### src/rtl/hazard_stall_unit_pkg.sv
// Shared pipeline definitions: opcode constants, hazard FSM state encoding and
// register-usage helpers used by the hazard and forwarding logic.
package hazard_stall_unit_pkg;

    localparam logic [5:0] OP_RTYPE = 6'b000000;
    localparam logic [5:0] OP_J     = 6'b000010;
    localparam logic [5:0] OP_BEQ   = 6'b000100;
    localparam logic [5:0] OP_BNE   = 6'b000101;
    localparam logic [5:0] OP_ADDI  = 6'b001000;
    localparam logic [5:0] OP_LW    = 6'b100011;
    localparam logic [5:0] OP_SW    = 6'b101011;

    localparam logic [15:0] STALL_COUNT_MAX = 16'hFFFF;

    typedef enum logic {
        ST_RUN   = 1'b0,
        ST_HOLD1 = 1'b1
    } hazard_state_e;

    // Unrecognised opcodes read nothing, so they can never cause a stall.
    function automatic logic op_reads_rs(input logic [5:0] op);
        return (op == OP_RTYPE) || (op == OP_LW) || (op == OP_SW) ||
               (op == OP_BEQ) || (op == OP_BNE) || (op == OP_ADDI);
    endfunction

    function automatic logic op_reads_rt(input logic [5:0] op);
        return (op == OP_RTYPE) || (op == OP_SW) ||
               (op == OP_BEQ) || (op == OP_BNE);
    endfunction

    function automatic logic op_is_branch(input logic [5:0] op);
        return (op == OP_BEQ) || (op == OP_BNE);
    endfunction

    function automatic logic op_is_alu_write(input logic [5:0] op);
        return (op == OP_RTYPE) || (op == OP_ADDI);
    endfunction

endpackage

### src/rtl/hazard_classifier.sv
// Combinational hazard classifier: returns how many stall cycles the
// instruction in ID needs given what is in flight in EX and MEM.
module hazard_classifier
    import hazard_stall_unit_pkg::*;
(
    input  logic [5:0] IDop,
    input  logic [4:0] IDrs,
    input  logic [4:0] IDrt,
    input  logic [5:0] EXop,
    input  logic [4:0] EXrt,
    input  logic [4:0] EXrd,
    input  logic [5:0] MEMop,
    input  logic [4:0] MEMrt,
    output logic [1:0] stall_n
);

    logic       id_branch;
    logic       ex_writes;
    logic [4:0] ex_dst;
    logic       ex_hit;
    logic       mem_hit;
    logic       ex_is_lw;
    logic       ex_is_alu;

    always_comb begin
        id_branch = op_is_branch(IDop);
        ex_is_lw  = (EXop == OP_LW);
        ex_is_alu = op_is_alu_write(EXop);

        ex_writes = 1'b0;
        ex_dst    = 5'd0;
        if (EXop == OP_RTYPE) begin
            ex_writes = 1'b1;
            ex_dst    = EXrd;
        end else if ((EXop == OP_ADDI) || (EXop == OP_LW)) begin
            ex_writes = 1'b1;
            ex_dst    = EXrt;
        end

        // Register 0 is hardwired, so a match on it is never a real dependency.
        ex_hit = ex_writes && (ex_dst != 5'd0) &&
                 ((op_reads_rs(IDop) && (IDrs == ex_dst)) ||
                  (op_reads_rt(IDop) && (IDrt == ex_dst)));

        mem_hit = (MEMop == OP_LW) && (MEMrt != 5'd0) &&
                  ((op_reads_rs(IDop) && (IDrs == MEMrt)) ||
                   (op_reads_rt(IDop) && (IDrt == MEMrt)));

        stall_n = 2'd0;
        if (id_branch) begin
            if (ex_hit && ex_is_lw) begin
                stall_n = 2'd2;
            end else if ((ex_hit && ex_is_alu) || mem_hit) begin
                stall_n = 2'd1;
            end
        end else if (ex_hit && ex_is_lw) begin
            stall_n = 2'd1;
        end
    end

endmodule

### src/rtl/hazard_stall_unit.sv
// Pipeline hazard stall unit: holds PC and IF/ID, bubbles ID/EX for data
// hazards, flushes IF/ID on taken control transfers, and counts stall cycles.
module hazard_stall_unit
    import hazard_stall_unit_pkg::*;
(
    input  logic        clk,
    input  logic        reset,
    input  logic [5:0]  IDop,
    input  logic [4:0]  IDrs,
    input  logic [4:0]  IDrt,
    input  logic [5:0]  EXop,
    input  logic [4:0]  EXrt,
    input  logic [4:0]  EXrd,
    input  logic [5:0]  MEMop,
    input  logic [4:0]  MEMrt,
    input  logic        branch_taken,
    output logic        PCWrite,
    output logic        IFIDWrite,
    output logic        IDEXbubble,
    output logic        IFIDflush,
    output logic [15:0] stall_count
);

    logic [1:0]    stall_n;
    hazard_state_e state_q;
    hazard_state_e state_d;
    logic [15:0]   stall_count_q;
    logic [15:0]   stall_count_d;
    logic          stall;
    logic          flush;

    hazard_classifier u_classifier (
        .IDop    (IDop),
        .IDrs    (IDrs),
        .IDrt    (IDrt),
        .EXop    (EXop),
        .EXrt    (EXrt),
        .EXrd    (EXrd),
        .MEMop   (MEMop),
        .MEMrt   (MEMrt),
        .stall_n (stall_n)
    );

    always_comb begin
        stall         = 1'b0;
        flush         = 1'b0;
        state_d       = state_q;
        stall_count_d = stall_count_q;

        // While reset is held the pipeline free-runs with no stall or flush.
        if (!reset) begin
            stall = (state_q == ST_HOLD1) || (stall_n != 2'd0);
            flush = !stall &&
                    ((IDop == OP_J) || (op_is_branch(IDop) && branch_taken));
        end

        case (state_q)
            ST_RUN:   state_d = (stall_n == 2'd2) ? ST_HOLD1 : ST_RUN;
            ST_HOLD1: state_d = ST_RUN;
            default:  state_d = ST_RUN;
        endcase

        if (stall && (stall_count_q != STALL_COUNT_MAX)) begin
            stall_count_d = stall_count_q + 16'd1;
        end
    end

    always_ff @(posedge clk or posedge reset) begin
        if (reset) begin
            state_q       <= ST_RUN;
            stall_count_q <= 16'd0;
        end else begin
            state_q       <= state_d;
            stall_count_q <= stall_count_d;
        end
    end

    assign PCWrite     = !stall;
    assign IFIDWrite   = !stall;
    assign IDEXbubble  = stall;
    assign IFIDflush   = flush;
    assign stall_count = stall_count_q;

endmodule

### config.mk
export PLATFORM = sky130hd
export DESIGN_NAME = hazard_stall_unit
export DESIGN_NICKNAME = d
export VERILOG_FILES = /design/src/rtl/hazard_stall_unit_pkg.sv /design/src/rtl/hazard_classifier.sv /design/src/rtl/hazard_stall_unit.sv
export SDC_FILE = /design/constraint.sdc
export NUM_CORES = 1
export LEC_CHECK = 0
export CAP_MARGIN = 10
export CORE_ASPECT_RATIO = 0.9
export CORE_MARGIN = 5
export CORE_UTILIZATION = 48
export CTS_CLUSTER_DIAMETER = 150
export DETAILED_ROUTE_END_ITERATION = 8
export PLACE_DENSITY_LB_ADDON = 0.1
export SLEW_MARGIN = 40
export SYNTH_ARGS = -nofsm -noshare
export SYNTH_HDL_FRONTEND = slang
export SYNTH_SLANG_ARGS = --single-unit
export TNS_END_PERCENT = 1
### constraint.sdc
create_clock -name clk -period 7.5 [get_ports clk]
set_input_delay 2.25 -clock clk [delete_from_list [all_inputs] [get_ports clk]]
set_output_delay 2.25 -clock clk [all_outputs]
set_load 0.01 [all_outputs]
==> After elaboration in Yosys (flattened, before gate mapping) <==
Index checks and enable logic that the tools add are counted.
{ "op_classes": {"n_addsub": 1, "eq_ne": 15, "mux": 12, "bitwise": 1, "reduce_logical": 36} }
{ "ops": {"columns": ["cell", "n"], "rows": [
  ["== test 6 bit (second input constant)", 4],
  ["== test 5 bit", 4],
  ["adder 16 x 1 -> 16 bit (second input constant)", 1],
  ["logical OR 1 bit", 16],
  ["!= test 16 bit (second input constant)", 1],
  ["logical AND 1 bit", 13],
  ["== test 6 x 3 -> 1 bit (second input constant)", 2],
  ["== test 6 x 4 -> 1 bit (second input constant)", 2],
  ["logical NOT 6 bit", 2],
  ["two-way mux 5 bit", 2],
  ["nonzero test 5 bit", 2],
  ["two-way mux 1 bit", 7],
  ["== test 6 x 2 -> 1 bit (second input constant)", 1],
  ["two-way mux 2 bit", 2],
  ["== test 2 bit (second input constant)", 1],
  ["logical NOT 1 bit", 2],
  ["case mux 1 bit (2 select lines)", 1],
  ["nonzero test 2 bit", 1],
  ["inverter 1 bit", 1]
]} }
{ "totals": {"ff_bits": 17} }

==> Depth between registers and ports, before layout <==
Gate-level depths: netlist (run 1).
{ "logic_depth": {"ltp_word": 19, "mapped_depth": 10, "mapped_depth_nobuf": 7} }

==> Cells and area by module <==
Synthesis (run 1) repeated with hierarchy kept, for this count alone.
{ "unflattened": {"cells_unflattened": 188, "hier_area_um2": 1577.8} }
{ "modules_own_cells": {"columns": ["module", "n_inst", "cells_per_inst", "area_per_inst_um2"], "rows": [
  ["hazard_stall_unit", 1, 88, 910.9],
  ["hazard_classifier", 1, 100, 666.9]
]} }

==> Worst setup path after synthesis (run 1) <==
OpenSTA, ideal clock, no wires.
{ "synth_timing": {"path_type": "input to output", "from": "input port EXop[0]", "to": "output port PCWrite", "arrival_time_ns": 4.395, "path_slack_ns": 0.855, "cell_stages": 10, "n_path_buf": 3, "cell_sequence": "or4b_1 buf_2 a211oi_1 a211oi_1 nor4_2 a32oi_2 buf_6 o21ai_0 nand2_1 buf_4"} }
{ "synth_via": {"elab_chain_cells": 17, "elab_cells_between_ends": 28, "classes_between": "eq/ne: 4; mux: 9; reduce/logical: 15"} }
{ "synth_lines": {"columns": ["element", "line_no", "rtl"], "rows": [
  ["from (decl)", "hazard_stall_unit.sv:11", "input logic [5:0] EXop,"],
  ["== test 6 x 4 -> 1 bit or == test 6 bit (tied branches)", "hazard_stall_unit_pkg.sv:36, hazard_classifier.sv:35, hazard_classifier.sv:27", null],
  ["logical OR 1 bit", "hazard_classifier.sv:35", "end else if ((EXop == OP_ADDI) || (EXop == OP_LW)) begin"],
  ["two-way mux 5 bit", "hazard_classifier.sv:35", null],
  ["two-way mux 5 bit", "hazard_classifier.sv:32", "if (EXop == OP_RTYPE) begin"],
  ["== test 5 bit, on equally long branches", "hazard_classifier.sv:42, hazard_classifier.sv:43", null],
  ["logical AND 1 bit, on equally long branches", "hazard_classifier.sv:42, hazard_classifier.sv:43", null],
  ["logical OR 1 bit", "hazard_classifier.sv:42", "((op_reads_rs(IDop) && (IDrs == ex_dst)) ||"],
  ["logical AND 1 bit", "hazard_classifier.sv:41", "ex_hit = ex_writes && (ex_dst != 5'd0) &&"],
  ["logical AND 1 bit", "hazard_classifier.sv:53", "end else if ((ex_hit && ex_is_alu) || mem_hit) begin"],
  ["logical OR 1 bit", "hazard_classifier.sv:53", null],
  ["two-way mux 1 bit", "hazard_classifier.sv:53", null],
  ["two-way mux 2 bit", "hazard_classifier.sv:51", "if (ex_hit && ex_is_lw) begin"],
  ["two-way mux 2 bit (*)", "hazard_classifier.sv:50", "if (id_branch) begin"],
  ["nonzero test 2 bit (*)", "hazard_stall_unit.sv:52", "stall = (state_q == ST_HOLD1) || (stall_n != 2'd0);"],
  ["logical OR 1 bit (*)", "hazard_stall_unit.sv:52", null],
  ["two-way mux 1 bit (*)", "hazard_stall_unit.sv:51", "if (!reset) begin"],
  ["logical NOT 1 bit (*)", null, null],
  ["to (decl)", "hazard_stall_unit.sv:17", "output logic PCWrite,"]
]} }
Mark *: on every way between the ends. The rest lies on a longest branch, timed or not.

==> Final worst setup path (run 1) <==
{ "layout_timing": {"from": "input port EXop[1]", "to": "output port IFIDflush"} }
{ "layout_via": {"elab_chain_cells": 18, "elab_cells_between_ends": 29, "classes_between": "eq/ne: 4; mux: 9; reduce/logical: 16"} }
{ "layout_lines": {"columns": ["element", "line_no", "rtl"], "rows": [
  ["== test 6 x 4 -> 1 bit or == test 6 bit (tied branches)", "hazard_stall_unit_pkg.sv:36, hazard_classifier.sv:35, hazard_classifier.sv:27", null],
  ["logical OR 1 bit", "hazard_classifier.sv:35", null],
  ["two-way mux 5 bit", "hazard_classifier.sv:35", null],
  ["two-way mux 5 bit", "hazard_classifier.sv:32", null],
  ["== test 5 bit, on equally long branches", "hazard_classifier.sv:42, hazard_classifier.sv:43", null],
  ["logical AND 1 bit, on equally long branches", "hazard_classifier.sv:42, hazard_classifier.sv:43", null],
  ["logical OR 1 bit", "hazard_classifier.sv:42", null],
  ["logical AND 1 bit", "hazard_classifier.sv:41", null],
  ["[2 not listed]", null, null],
  ["two-way mux 1 bit", "hazard_classifier.sv:53", null],
  ["two-way mux 2 bit", "hazard_classifier.sv:51", null],
  ["two-way mux 2 bit (*)", "hazard_classifier.sv:50", null],
  ["nonzero test 2 bit (*)", "hazard_stall_unit.sv:52", null],
  ["logical OR 1 bit (*)", "hazard_stall_unit.sv:52", null],
  ["logical NOT 1 bit (*)", "hazard_stall_unit.sv:53", "flush = !stall &&"],
  ["logical AND 1 bit (*)", "hazard_stall_unit.sv:53", null],
  ["two-way mux 1 bit (*)", "hazard_stall_unit.sv:51", null],
  ["to (decl)", "hazard_stall_unit.sv:20", "output logic IFIDflush,"]
]} }
Marks and branches as above.

==> results of run 1 <==
-- layout by cell type (no fill, tap or decap), types with 2 or more instances in the layout --
| cell type | Yosys | routed |
|---|---|---|
| nand4_1 | 3 | 3 |
| nor4b_1 | 2 | 2 |
| a21oi_1 | 8 | 7 |
| nor4_2 | 3 | 3 |
| xnor2_1 | 12 | 12 |
| or2_2 | 2 | 2 |
| and3_1 | 7 | 7 |
| buf_4 | 1 | 10 |
| mux2i_1 | 4 | 4 |
| or4_1 | 4 | 4 |
| a2111oi_4 | 2 | 2 |
| nor3_1 | 5 | 5 |
| inv_1 | 7 | 7 |
| o211ai_1 | 7 | 7 |
| clkdlybuf4s50_1 | 0 | 65 |
| and4_1 | 5 | 5 |
| and2_1 | 2 | 2 |
| clkbuf_8 | 0 | 3 |
| nor3_2 | 2 | 2 |
| dfrtp_1 | 17 | 17 |
| a31oi_1 | 5 | 5 |
| nor2_1 | 5 | 5 |
| nand2b_1 | 2 | 2 |
| a2111oi_1 | 2 | 2 |
| a2111oi_2 | 3 | 3 |
| xor2_1 | 14 | 14 |
| a2111oi_0 | 4 | 4 |
| nor4_1 | 3 | 3 |
| nand2_1 | 16 | 16 |
| nand3_1 | 10 | 10 |
| a211oi_1 | 14 | 14 |
-- path summary, 6_finish.rpt --
| path | from | endpoint | slack [ns] |
|---|---|---|---|
| worst max register to register | stall_count[0] | stall_count[6] | 5.02 |
| max in group asynchronous | reset | stall_count[6] | 4.91 |
| worst min-delay path | state_q | state_q | 0.48 |
| min in group asynchronous | reset | stall_count[3] | 2.40 |
| worst min register to register | state_q | state_q | 0.48 |
| worst max-delay path | EXop[1] | IFIDflush | 0.20 |
-- power groups by stage --
stage          clock network [mW]  logic, mW  registers [mW]
3_5_place_dp                    0     0.0614          0.0934
6_report                   0.0702     0.0621          0.0917
2_1_floorplan                   0     0.0231          0.0934
3_3_place_gp                    0     0.0605          0.0934
5_1_grt                    0.0771     0.0676          0.0916
4_1_cts                    0.0728     0.0616          0.0917
-- sequential cells by signal, indices dropped and copies added, names as in the netlist --
signal	cells
stall_count	16
state_q	1
-- metal layers --
metal  vias to the layer above  wire length [um]  share of wire, %  global-route usage [%]
li1                        929                 -                 -                       -
met1                       905              2215                43                   29.45
met2                        77              2449                47                   37.06
met3                         9               437               8.4                   4.911
met4                         0                70               1.4                   5.656
met5                         -                 0                 0                       0
-- stage by stage --
step                total power [mW]  util [%]  hold slack [ns]  cell area (um2)
finish                        0.2239     73.95           0.4813             2554
global route                  0.2363     73.95           0.4998             2554
CTS                           0.2261     73.70           0.4841             2545
detailed placement            0.1548     72.25           0.4744             2495
global placement              0.1539     72.25           0.4682             2495
floorplan                     0.1165         -           0.4315             1764
-- final cells by class --
class | instances | area [um2]
multi-input cells | 165 | 1275
fillers | 287 | 899.6
repair buffers | 75 | 725.7
flip-flops and latches | 17 | 425.4
well taps | 44 | 55.05
clock buffers | 3 | 41.29
inverters | 7 | 26.28
clock inverters | 1 | 5.005
-- cells by family after synthesis --
family	after synthesis	synth area share, %
buffers and inverters	16	4.327
and+or+nand+nor	78	27.66
adders and majority gates	1	0.7091
xor gates and xnor gates	26	12.91
AOI/OAI and AO/OA	55	27.38
muxes	5	2.908
DFF	17	24.11
-- repair_timing --
item / CTS / global route
gates resized for setup: 2 / 3
endpoints found under the setup margin: 2 / 4
setup buffers: 0 / 0
endpoints found under the hold margin: 0 / 0
==> key figures, run 1 <==
Power
  • Logic gate share of total power: 27.7%
  • Psw: 0.06095 mW
  • Peak supply drop: 0.08120 mV
  • Clk pwr share: 31.3%
  • PD cells: 87.70 nW/um2
  • Switching Share: 27.22%
  • Internal power: 0.1630 mW
  • Leak: 0.9775 nW
  • Seq pwr share: 40.9%

Clock network
  • Num CTS Buffers: 3
  • Hold-fix buffers, CTS: 0
  • TritonCTS clock tree: built
  • Later-pin clock latency in the skew report: 0.26 ns
  • Worst-case clock buffer depth: 2
  • Clk sinks: 17
  • Worst-path clk slew: 0.07 ns
  • H-tree levels: 1
  • Clock Tree Root: clkbuf_8

Floorplanning
  • IO Pins: 66
  • Core ar.: 3453 um2
  • Total die area: 4990 um2
  • Chip Height: 67.52 um
  • Die X: 73.91 um
  • Initial core utilization: 51.09%
  • Site Rows: 20

Routing
  • Final WL: 5173 um
  • Pre-antenna DRT Iters: 4
  • Iter 0 DRT Violations: 140
  • Average wire per standard cell: 16.58 um
  • Via count: 1920
  • Post-route ant nets: 0
  • DR vias/cell: 6.154
  • Drt drc: 0

STA
  • Total negative slack: 0 ns
  • Worst slew pin tran: 0.6448 ns
  • RSZ-0062 raised after global routing: no
  • Fin crit period: 7.298 ns
  • Fin crit share: 97.31%
  • Final hold viol count: 0
  • Fmax: 0.1370 GHz
  • Worst slew margin: 57.01%
  • Final clock skew: 0.004884 ns
  • Final WS setup: 0.2019 ns
  • Final setup vio count: 0
  • Slew Limit Fails: 0

Placed design
  • Final HPWL DP: 4141 um
  • Placed cell count: 308
  • Port-buffer cells: 65
  • Dpl ws: -0.05094 ns
  • GPL Wtd Cong: 0.8630

Final layout
  • Area growth syn-to-layout: 44.75%
  • Antenna Diode Count: 0
  • Post-Layout Cell Count: 312
  • Fraction of layout cells with a size suffix above 1: 12.69%
  • Final net count: 316

Worst hold path
  • Hold path depth: 1
  • Worst Hold Class: register to register

Synthesis
  • Seq/Total Area, Yosys: 24.11%
  • Post-synth net total: 245
  • Largest area contributor in the netlist: dfrtp_1
  • Post-synth EDFFs: 0
  • Unique cell type count in the Yosys netlist: 51
  • #FFs+latches synth: 17
  • Synth area leaders: dfrtp_1 (24%), xor2_1 (7.0%), a211oi_1 (6.0%)
  • Syn Inst Count: 198
  • Most common cell in the netlist: dfrtp_1
  • Yosys warnings: 0
  • Synth cell count leaders: dfrtp_1 (17), nand2_1 (16), a211oi_1 (14), xor2_1 (14), xnor2_1 (12)
  • Post-synth top area share: 24.11%
  • Synth async-reset ratio: 100.0%
  • Post-Syn Area per Cell: 8.910 um2
  • Leading register cell type out of synthesis: dfrtp_1
  • Synthesized cell area: 1764 um2

Critical path
  • Crit-path max FO: 7
  • Crit-path max cell delay: 0.61 ns
  • CP most frequent cell: clkdlybuf4s50_1
  • Cell family with most CP delay: buffers and inverters
  • Worst R2R Path Depth: 6
  • Crit Path Class: input pin to output port
  • CP bufs+invs: 2
  • Critical Path Source Type: input pin
  • Crit-path slowest cell: or4b_4
  • CP endpoint kind: output port
  • CP cell instances: clkdlybuf4s50_1 -> or4b_4 -> a21oi_2 -> a32oi_1 -> mux2i_1 -> a32oi_2 -> o21ai_2 -> nor3_1 -> clkdlybuf4s50_1
  • Req. time, crit path: 5.25 ns
  • Crit path arrival time: 5.05 ns
  • Stages on worst setup path: 9

Global routing
  • Pin count of the biggest net entering global routing: 19
  • Number of global-route vias before repair: 1911
  • Total GRT Usage: 22.35%
  • First-pass GRT wire length: 8832 um
  • Gr ovfl total: 0
  • Initial antenna violation count: 0

Run status
  • Status: finished clean

Flow run
  • Max Cap Viol: 0
(Power assumes the default switching activity.)
==> inputs of run 2 (changes only) <==
- REMOVE_ABC_BUFFERS: default -> 1
==> run 2 against run 1 <==
First-iteration DRC count is 3.6% higher; utilization is 0.54 points higher; setup slack worse by 0.025 ns; via count fell by 3.2%; worst hold slack improved by 0.0084 ns; power down 0.86%; sequential share of layout area is 0.12 points lower; highest routed layer unchanged.
==> key figures, run 2 (same netlist as run 1, synthesis figures left out) <==
Clock network
  • TritonCTS clock tree: built
  • Num CTS Buffers: 3 (unchanged)
  • Worst-path clk slew: 0.07 ns (about the same)
  • Clk sinks: 17 (unchanged)
  • Worst-case clock buffer depth: 2 (unchanged)
  • Clock Tree Root: clkbuf_8
  • Number of setup buffers added after CTS: 0 (unchanged)
  • Later-pin clock latency in the skew report: 0.25 ns (about the same)
  • H-tree levels: 1 (unchanged)

Final layout
  • Design area: 2572 um2 (+0.74%)
  • Post-Layout Cell Count: 315 (+0.96%)
  • Area growth syn-to-layout: 45.82%
  • Fraction of layout cells with a size suffix above 1: 12.92% (+0.23 points)
  • Most frequent cells in the layout: clkdlybuf4s50_1 (65), dfrtp_1 (17), nand2_1 (16)
  • Antenna Diode Count: 0 (unchanged)
  • Final Util: 74.49% (+0.54 points)
  • Largest register FFs: 16 (unchanged)
  • Commonest non-fill, non-tap cell in the layout: clkdlybuf4s50_1
  • Final net count: 319 (+0.95%)

Routing
  • Post-route ant nets: 0 (unchanged)
  • Final WL: 4772 um (-7.8%)
  • Via count: 1859 (-3.2%)
  • Drt drc: 0 (unchanged)
  • DR vias/cell: 5.902 (-4.1%)
  • Pre-antenna DRT Iters: 4 (unchanged)
  • Iter 0 DRT Violations: 145 (+3.6%)
  • Average wire per standard cell: 15.15 um (-8.6%)

STA
  • Worst slew pin tran: 0.6060 ns (-0.03880 ns)
  • Final clock skew: 0.003287 ns (-0.001597 ns)
  • Final WS setup: 0.1773 ns (-0.02467 ns)
  • RSZ-0062 raised after global routing: no
  • Fmax: 0.1366 GHz (-0.34%)
  • Fin crit share: 97.64% (+0.33 points)
  • WHS: 0.4898 ns (+0.008427 ns)
  • Final hold viol count: 0 (unchanged)
  • Final setup vio count: 0 (unchanged)
  • Slew Limit Fails: 0 (unchanged)
  • Worst slew margin: 59.60% (+2.6 points)
  • Fin crit period: 7.323 ns (+0.02467 ns)
  • Total negative slack: 0 ns (unchanged)

Floorplanning
  • Total die area: 4990 um2 (unchanged)
  • Initial core utilization: 51.09% (unchanged)
  • Chip Height: 67.52 um (unchanged)
  • Core ar.: 3453 um2 (unchanged)
  • Site Rows: 20 (unchanged)
  • Die X: 73.91 um (unchanged)
  • IO Pins: 66 (unchanged)

Power
  • Logic gate share of total power: 28.3% (+0.6 points)
  • Internal power: 0.1636 mW (+0.38%)
  • Seq pwr share: 41.3% (+0.4 points)
  • Clk pwr share: 30.4% (-0.9 points)
  • Psw: 0.05841 mW (-4.2%)
  • PD cells: 86.31 nW/um2 (-1.6%)
  • Leak: 0.9910 nW (+1.4%)
  • Peak supply drop: 0.08566 mV (+5.5%)
  • Switching Share: 26.31% (-0.91 points)
  • Final Power: 0.2220 mW (-0.86%)

Critical path
  • CP cell instances: clkdlybuf4s50_1 -> or4b_1 -> a211oi_2 -> a211oi_2 -> nor4_2 -> a32oi_2 -> o21ai_1 -> and2_1 -> clkdlybuf4s50_1
  • Crit path arrival time: 5.07 ns (+0.02 ns)
  • Crit-path max cell delay: 0.68 ns (+0.07 ns)
  • CP endpoint kind: output port
  • R2r startpoint: stall_count[5]
  • Crit-path slowest cell: or4b_1
  • CP startpoint: EXop[0]
  • Crit-path max FO: 7 (unchanged)
  • Critical Path Source Type: input pin
  • Crit Path Class: input pin to output port
  • Req. time, crit path: 5.25 ns (about the same)

Global routing
  • Total GRT Usage: 19.58% (-2.8 points)
  • Initial antenna violation count: 0 (unchanged)
  • Number of global-route vias before repair: 1768 (-7.5%)
  • First-pass GRT wire length: 7803 um (-12%)
  • Pin count of the biggest net entering global routing: 19 (unchanged)
  • Gr ovfl total: 0 (unchanged)

Run status
  • Status: finished clean

Placed design
  • GPL Wtd Cong: 0.8997 (+4.3%)
  • Dpl ws: 0.1056 ns (+0.1566 ns)
  • Placed Area: 2517 um2 (+0.90%)
  • Final HPWL DP: 3971 um (-4.1%)
  • Placed cell count: 311 (+0.97%)
  • Port-buffer cells: 65 (unchanged)

Worst hold path
  • Hold wc startpoint: state_q
  • Worst Hold Class: register to register

Flow run
  • Max Cap Viol: 0 (unchanged)
-- run 2: changes by cell type in the layout (fill, tap and decap cells not counted) --
| cell | change |
|---|---|
| o21ai_2 | -1 |
| a211oi_1 | -1 |
| and4b_2 | -1 |
| o21ai_1 | +1 |
| buf_4 | +3 |
| or4b_4 | -1 |
| a211oi_2 | +1 |
| or4b_1 | +1 |
| and4b_1 | +1 |
-- run 2: layer usage --
metal	share of wire [%]	wire (um)	vias to the layer above	track usage (%)
li1	-	-	933	-
met1	46	2207	847	25.97
met2	44	2112	71	31.97
met3	8.3	397	8	5.804
met4	1.2	55	0	3.167
met5	0	0	-	0
-- run 2: layout make-up --
class | count | area [um2]
clock buffer | 3 | 41.29
clock inverter | 1 | 5.005
fill | 277 | 880.8
inverter | 7 | 26.28
multi-input combinational | 165 | 1271
sequential | 17 | 425.4
tap | 44 | 55.05
timing repair buffer | 78 | 748.2
-- run 2: final timing paths --
path,to,slack (ns),depth (start not counted)
worst max-delay path,IDEXbubble,0.18,9
min in group asynchronous,stall_count[2],2.27,2
max in group asynchronous,stall_count[4],4.79,3
worst min-delay path,state_q,0.49,1
worst min register to register,state_q,0.49,1
worst max register to register,stall_count[14],5.00,7
-- run 2: repair_timing --
item / in CTS / in global routing
setup endpoints to repair: 0 / 4
resized for setup: 0 / 3
hold buffers: 0 / 0
-- run 2: worst max-delay path: cells and delay by family --
kind                   cells  cell delay [ns]
AO/OA/AOI/OAI              4             0.77
AND/OR/NAND/NOR            3             1.10
buffers and inverters      2             0.95
-- run 2: power groups by stage --
| stage | Sequential [mW] | Clock, mW | Combinational, mW |
|---|---|---|---|
| CTS | 0.0917 | 0.0705 | 0.0624 |
| detailed placement | 0.0934 | 0 | 0.0623 |
| finish | 0.0917 | 0.0674 | 0.0629 |
| global route | 0.0916 | 0.0748 | 0.0684 |
| global placement | 0.0934 | 0 | 0.0616 |
| floorplan | 0.0934 | 0 | 0.0223 |
